**src/rtl/flash_pll_pkg.sv**
```systemverilog
// Shared types and helpers for the flash-clock PLL supervisor.
// State encoding, bus widths and counter sizing.
package flash_pll_pkg;

  localparam int PSDA_W   = 4;
  localparam int RELOCK_W = 8;

  typedef enum logic [2:0] {
    RESET_PLL    = 3'd0,
    WAIT_LOCK    = 3'd1,
    STABLE       = 3'd2,
    READY        = 3'd3,
    PHASE_SETTLE = 3'd4,
    FAIL         = 3'd5
  } state_t;

  // Keeps a count of 1 from collapsing to a zero-width vector.
  function automatic int cnt_w(input int n);
    return (n < 2) ? 1 : $clog2(n);
  endfunction

  function automatic logic [RELOCK_W-1:0] sat_inc(
    input logic [RELOCK_W-1:0] v
  );
    return (v == '1) ? v : v + RELOCK_W'(1);
  endfunction

endpackage

```
**src/rtl/sync_2ff.sv**
```systemverilog
// Two-flop synchronizer for signals crossing into clk.
// Resets to zero.
module sync_2ff #(
  parameter int W = 1
) (
  input  logic         clk,
  input  logic         rst_n,
  input  logic [W-1:0] d,
  output logic [W-1:0] q
);

  logic [W-1:0] s1;

  always_ff @(posedge clk or negedge rst_n) begin
    if (!rst_n) begin
      s1 <= '0;
      q  <= '0;
    end else begin
      s1 <= d;
      q  <= s1;
    end
  end

endmodule

```
**src/rtl/flash_pll_ctrl.sv**
```systemverilog
// Flash-clock rPLL supervisor: reset, lock qualification,
// bounded retries and clkoutp phase sequencing.
module flash_pll_ctrl
  import flash_pll_pkg::*;
#(
  parameter int RESET_CYCLES       = 16,
  parameter int LOCK_TIMEOUT       = 65535,
  parameter int LOCK_STABLE_CYCLES = 1024,
  parameter int SETTLE_CYCLES      = 8,
  parameter int MAX_RETRIES        = 3,
  parameter logic [PSDA_W-1:0] PSDA_INIT = 4'hF
) (
  input  logic                clk,
  input  logic                reset_n,
  input  logic                pll_lock,
  output logic                pll_reset,
  output logic [PSDA_W-1:0]   psda,
  output logic                ready,
  output logic                pll_fail,
  input  logic                step_req,
  input  logic                step_dir,
  input  logic                phase_load,
  input  logic [PSDA_W-1:0]   phase_val,
  output logic                step_ack,
  output logic                phase_busy,
  output logic [RELOCK_W-1:0] relock_count
);

  localparam int RW = cnt_w(RESET_CYCLES);
  localparam int TW = cnt_w(LOCK_TIMEOUT);
  localparam int SW = cnt_w(LOCK_STABLE_CYCLES);
  localparam int EW = cnt_w(SETTLE_CYCLES);
  localparam int NW = cnt_w(MAX_RETRIES + 1);

  localparam logic [RW-1:0] RST_LAST = RW'(RESET_CYCLES - 1);
  localparam logic [TW-1:0] TO_LAST  = TW'(LOCK_TIMEOUT - 1);
  localparam logic [SW-1:0] ST_LAST  = SW'(LOCK_STABLE_CYCLES - 1);
  localparam logic [EW-1:0] SE_LAST  = EW'(SETTLE_CYCLES - 1);
  localparam logic [NW-1:0] RET_MAX  = NW'(MAX_RETRIES);

  state_t        state;
  logic          lock_s;
  logic [RW-1:0] rst_cnt;
  logic [TW-1:0] to_cnt;
  logic [SW-1:0] stab_cnt;
  logic [EW-1:0] set_cnt;
  logic [NW-1:0] retries;

  sync_2ff #(.W(1)) u_lock_sync (
    .clk   (clk),
    .rst_n (reset_n),
    .d     (pll_lock),
    .q     (lock_s)
  );

  always_ff @(posedge clk or negedge reset_n) begin
    if (!reset_n) begin
      state        <= RESET_PLL;
      pll_reset    <= 1'b1;
      psda         <= PSDA_INIT;
      ready        <= 1'b0;
      pll_fail     <= 1'b0;
      step_ack     <= 1'b0;
      phase_busy   <= 1'b0;
      relock_count <= '0;
      retries      <= '0;
      rst_cnt      <= '0;
      to_cnt       <= '0;
      stab_cnt     <= '0;
      set_cnt      <= '0;
    end else begin
      step_ack <= 1'b0;
      unique case (state)
        RESET_PLL: begin
          pll_reset <= 1'b1;
          if (rst_cnt == RST_LAST) begin
            state     <= WAIT_LOCK;
            pll_reset <= 1'b0;
            to_cnt    <= '0;
          end else begin
            rst_cnt <= rst_cnt + RW'(1);
          end
        end
        WAIT_LOCK: begin
          if (lock_s) begin
            state    <= STABLE;
            stab_cnt <= '0;
          end else if (to_cnt == TO_LAST) begin
            retries   <= retries + NW'(1);
            pll_reset <= 1'b1;
            rst_cnt   <= '0;
            if (retries + NW'(1) == RET_MAX) begin
              state    <= FAIL;
              pll_fail <= 1'b1;
            end else begin
              state <= RESET_PLL;
            end
          end else begin
            to_cnt <= to_cnt + TW'(1);
          end
        end
        STABLE: begin
          if (!lock_s) begin
            state  <= WAIT_LOCK;
            to_cnt <= '0;
          end else if (stab_cnt == ST_LAST) begin
            state   <= READY;
            ready   <= 1'b1;
            retries <= '0;
          end else begin
            stab_cnt <= stab_cnt + SW'(1);
          end
        end
        READY: begin
          if (!lock_s) begin
            ready        <= 1'b0;
            relock_count <= sat_inc(relock_count);
            state        <= RESET_PLL;
            pll_reset    <= 1'b1;
            rst_cnt      <= '0;
          // The cycle right after an ack still sees the old request.
          end else if (step_req && !step_ack) begin
            if (phase_load)
              psda <= phase_val;
            else if (step_dir)
              psda <= psda + PSDA_W'(1);
            else
              psda <= psda - PSDA_W'(1);
            phase_busy <= 1'b1;
            set_cnt    <= '0;
            state      <= PHASE_SETTLE;
          end
        end
        PHASE_SETTLE: begin
          if (!lock_s) begin
            phase_busy   <= 1'b0;
            ready        <= 1'b0;
            relock_count <= sat_inc(relock_count);
            state        <= RESET_PLL;
            pll_reset    <= 1'b1;
            rst_cnt      <= '0;
          end else if (set_cnt == SE_LAST) begin
            step_ack   <= 1'b1;
            phase_busy <= 1'b0;
            state      <= READY;
          end else begin
            set_cnt <= set_cnt + EW'(1);
          end
        end
        FAIL: begin
          pll_reset <= 1'b1;
          ready     <= 1'b0;
          pll_fail  <= 1'b1;
        end
        default: state <= RESET_PLL;
      endcase
    end
  end

endmodule

```
**config.mk**
```make
export PLATFORM = sky130hd
export DESIGN_NAME = flash_pll_ctrl
export DESIGN_NICKNAME = d
export VERILOG_FILES = /design/src/rtl/flash_pll_pkg.sv /design/src/rtl/sync_2ff.sv /design/src/rtl/flash_pll_ctrl.sv
export SDC_FILE = /design/constraint.sdc
export NUM_CORES = 1
export LEC_CHECK = 0
export CAP_MARGIN = 15
export CORE_MARGIN = 1.5
export CORE_UTILIZATION = 63
export DETAILED_ROUTE_END_ITERATION = 7
export PLACE_DENSITY = 0.85
export REMOVE_ABC_BUFFERS = 1
export SLEW_MARGIN = 20
export SYNTH_ARGS = -nofsm -noshare
export SYNTH_HDL_FRONTEND = slang
export SYNTH_SLANG_ARGS = --single-unit
```
**constraint.sdc**
```tcl
create_clock -name clk -period 5.15 [get_ports clk]
set_input_delay 0.7725 -clock clk [delete_from_list [all_inputs] [get_ports clk]]
set_output_delay 0.7725 -clock clk [all_outputs]
set_load 0.02 [all_outputs]
```
==> results.md <==
- The flow ran to the end, and the final reports show no timing, DRC or antenna violations.
- For met3 alone, demand over resource in global routing was 0.0458.
- Traced cell by cell, the critical path runs through or3b_1 > nor4_4 > nand2_2 > and3_1 > a211o_1.
- The count of routing violations after the opening detailed-route iteration is 316.
- Across the whole layout, storage elements account for 1430 µm².
- Averaged over all synthesized cells, the footprint is 9.33 µm².
- The endpoint kind of the worst setup timing path is a flip-flop.
- The number of buffers added on ports is 26.
- The largest fanout of any net on the critical path is 26.
- The first global-routing pass estimated 12.4 mm of wire.
- The max-slew violation total from the final report is 0.
- At the worst endpoint, the arrival time is 2.87 ns.
- The H-tree depth reported by CTS is 3.
- The number of global-route vias before repair is around 2.8k.
- The number of clock buffers added by TritonCTS is 9.
- The internal power summed over all cells is 1.09 mW.
- The antenna diode count is 0.
- The clock arrives with 0.00427 ns of skew.
- The number of filler cells placed in the layout is 369.
- The worst pin sits at a relative slew slack of 0.478.
- The share of total power in the clock network is 0.260.
- The dominant synthesized flop cell is sky130_fd_sc_hd__dfrtp_1.
- After detailed placement, the design holds a cell count of 441.
- The synthesized design spends more area on one cell type than any other, namely sky130_fd_sc_hd__dfrtp_1.
- The master cell of the clock root buffer is sky130_fd_sc_hd__clkbuf_8.
- The compound-gate portion of the synthesized area is 0.173.
- The synthesized instance count is 359.
- Of the total synthesized cell area, the portion taken by full adders, half adders and majority gates is 0.0467.
- Dividing the final minimum period by the clock period gives 0.515.
- The sequential cell fraction of total power is 0.385.
- The synthesized-area fraction occupied by xor and xnor cells is 0.0601.
- The number of flops mapped to enable cells by yosys is 0.
- From synthesis to final layout, the design area changed by 14.6%.
- Once detail routing completed, the nets flagged for antenna violations numbered 0.
- The transition time at the pin with the least slew margin is about 0.78 ns.
- The initial antenna violation count is 0.
- The critical path launch point type is a flip-flop.
- The total negative slack for setup checks is 0 ns.
- From bottom edge to top edge, the die measures 75.9 µm.
- CTS saw 57 sinks.
- The share of total power dissipated in combinational logic is 0.354.
- The area fraction in and, or, nand and nor cells after synthesis is 0.243.
- The CTS clock-pin slew for the worst setup and hold paths is roughly 0.06 ns.
- For this design the total switching power over the nets is 0.667 mW.
- The global-route met1 utilization is 0.345.
- The proportion of netlist area held by the largest area contributor is 0.388.
- Yosys attributes the largest share of cell area to sky130_fd_sc_hd__dfrtp_1, sky130_fd_sc_hd__xnor2_1, sky130_fd_sc_hd__nand2_1.
- After synthesis, the share of flip-flops with an asynchronous set or reset is 1.00.
- The number of hold buffers added after CTS was 0.
- The critical path class is reg2reg.
- In this run the static leakage power is 1.62 nW.
- The tightest min-delay check is of the reg2reg type.
- From left edge to right edge, the die measures 75.9 µm.
- For this run, the detailed router's first-pass iteration total came to 8.
- The core region is 5110 µm².
- The aggregate global-route resource usage is 0.266.
- The share of total power consumed by net switching is 0.380.
- For the worst setup path, the data required time is 5.36 ns.
- The layout cell share with drive strength beyond 1 is 0.0853.
- TritonCTS built the clock tree.
- The total vias in the final route is 2897.
- The busiest metal layer after global routing is met2.
- For this run, the post-layout net count is 403.
- The most frequent cell after synthesis is sky130_fd_sc_hd__dfrtp_1.
- The final layout contains routed wiring with a total length of 7.08 mm.
- The last weighted congestion value of the routability-driven placer is between 0.9 and 1.
- By count the netlist is led by sky130_fd_sc_hd__dfrtp_1, sky130_fd_sc_hd__nand2_1, sky130_fd_sc_hd__nor2_1, sky130_fd_sc_hd__o21ai_0, sky130_fd_sc_hd__xnor2_1.
- The count of placed standard cells in the final layout, fillers left out is 457.
- The floorplan step defined a die boundary enclosing 5770 µm².
- Using the TritonRoute via totals, the vias-per-cell ratio works out to 6.34.
- Summing all multi-input logic gate instances after layout gives 1820 µm².
- The worst stage delay on the critical path is 0.85 ns.
- Setup repair after global routing left no endpoint under its margin.
- The met2 routing resource usage after global routing is 0.426.
- For this design the ratio of total power to cell area is approximately 460 nW/µm².
- The clock passes through at most 2 buffers.
- The maximum vdd drop is approximately 250 µV.
- The slowest stage of the critical path is the sky130_fd_sc_hd__dfrtp_1 cell.
- The number of cell rows is 26.
- The timing-limited maximum frequency is 0.377 GHz.
- Clock latency on the worst-skew pair, taken at its later pin, is 0.33 ns.
- The number of violations of the max-capacitance limit is 0.
- During I/O placement, the number of pins put on the boundary was 27.
- In this run, post-CTS repair resized a total of 0 instances.
- Setup violations remaining at the end of the flow were counted as 0.
- The overall overflow remaining after global route is 0.
- The multiplexer share of the synthesized area is 0.0194.
- The number of synthesized register bits is 57.
- For this configuration, the core starts out at a cell density of 0.656.
- The cell area after synthesis is 3350 µm².
- The sequential element share of the synthesized area is 0.428.
- For this run, the number of Yosys warnings is 0.
- The final routed wire length divided by cell count is 15.5 µm.
- Post-CTS timing repair inserted 0 buffers for setup.
- The largest family of logic cells by synthesized area is simple AND/OR/NAND/NOR gates.
- The minimum clock period after layout is 2.65 ns.
- The final hold violation count is 0.
- The number of DRC violations after detailed routing is 0.
- The netlist uses 57 different library cells.
- The pin count of the biggest net entering global routing is 58.
- The half-perimeter wire length after detailed placement is 4.84 mm.
-- state kept, by name, summed over array words and instances (netlist names), 2 cells and up --
signal,flops
to_cnt,16
stab_cnt,10
relock_count,8
psda,4
rst_cnt,4
set_cnt,3
state,3
retries,2
-- kinds of logic (layout without fill, tap and decap cells) --
logic type                 Yosys count  in the layout
xor gates and xnor gates            23             23
buffers and inverters               22             50
and+or+nand+nor                    151            151
adders and majority gates           12             12
DFF                                 57             57
muxes                                6              6
AOI/OAI and AO/OA                   88             88
-- path summary, 6_finish.rpt --
check,slack [ns],from,cells past startpoint,to
setup / recovery,2.50,state[0],5,to_cnt[4]
hold / removal,0.35,u_lock_sync.s1,0,u_lock_sync.q
setup reg to reg,2.50,state[0],5,to_cnt[4]
hold reg to reg,0.35,u_lock_sync.s1,0,u_lock_sync.q
max in group asynchronous,4.09,reset_n,2,stab_cnt[1]
min in group asynchronous,0.57,reset_n,2,stab_cnt[2]
-- power groups by stage --
stage | Clock (mW) | Combinational [mW] | Sequential (mW)
2_1_floorplan | 0 | 0.387 | 0.692
3_3_place_gp | 0 | 0.594 | 0.674
3_5_place_dp | 0 | 0.614 | 0.680
4_1_cts | 0.463 | 0.619 | 0.672
5_1_grt | 0.480 | 0.687 | 0.696
6_report | 0.456 | 0.621 | 0.675
-- layout by cell type (no fill, tap or decap), types with 4 or more instances in the layout --
cell | Yosys | final
sky130_fd_sc_hd__a31oi_1 | 10 | 10
sky130_fd_sc_hd__clkdlybuf4s50_1 | 0 | 25
sky130_fd_sc_hd__o22ai_1 | 5 | 5
sky130_fd_sc_hd__a21oi_1 | 15 | 15
sky130_fd_sc_hd__nand2_1 | 36 | 36
sky130_fd_sc_hd__and3_1 | 7 | 7
sky130_fd_sc_hd__xor2_1 | 7 | 7
sky130_fd_sc_hd__xnor2_1 | 16 | 16
sky130_fd_sc_hd__nor3_1 | 7 | 7
sky130_fd_sc_hd__nand3_1 | 9 | 9
sky130_fd_sc_hd__nand4_1 | 10 | 10
sky130_fd_sc_hd__and4_1 | 4 | 4
sky130_fd_sc_hd__clkbuf_8 | 0 | 10
sky130_fd_sc_hd__or3_1 | 4 | 4
sky130_fd_sc_hd__nand2b_1 | 5 | 5
sky130_fd_sc_hd__nor2b_1 | 5 | 5
sky130_fd_sc_hd__nor2_1 | 35 | 35
sky130_fd_sc_hd__nor4_1 | 9 | 9
sky130_fd_sc_hd__dfstp_2 | 5 | 5
sky130_fd_sc_hd__o21ai_0 | 26 | 26
sky130_fd_sc_hd__nand3b_1 | 4 | 4
sky130_fd_sc_hd__ha_1 | 10 | 10
sky130_fd_sc_hd__o211ai_1 | 7 | 7
sky130_fd_sc_hd__inv_1 | 7 | 7
sky130_fd_sc_hd__dfrtp_1 | 52 | 52
sky130_fd_sc_hd__mux2_2 | 4 | 4
-- per-layer routing --
layer	vias to the layer above	share of wire
li1	1380	-
met1	1374	0.44
met2	123	0.47
met3	20	0.062
met4	0	0.024
met5	-	0
-- worst max-delay path: cells and delay by family, from the launching register on --
kind / cells / cell delay [ns]
and+or+nand+nor: 4 / 1.44
DFF: 1 / 0.85
AOI/OAI and AO/OA: 1 / 0.23
-- area by class of cell --
cell class,count,share of cell area
inverters,7,0.00684
well taps,70,0.0228
clock buffers,13,0.0388
flip-flops and latches,57,0.373
multi-input cells,280,0.473
repair buffers,27,0.0684
clock inverters,3,0.0169
-- stage by stage --
stage | utilization | power, mW | hold WS [ns] | setup WS [ns] | cell area, µm²
4_1_cts | 0.752 | 1.75 | 0.358 | 2.56 | 3840
3_3_place_gp | 0.710 | 1.27 | 0.332 | 2.45 | 3630
2_1_floorplan | - | 1.08 | 0.331 | 2.94 | 3280
6_report | 0.752 | 1.75 | 0.354 | 2.50 | 3840
5_1_grt | 0.752 | 1.86 | 0.363 | 2.33 | 3840
3_5_place_dp | 0.710 | 1.29 | 0.343 | 2.39 | 3630
(Power assumes the default switching activity.)
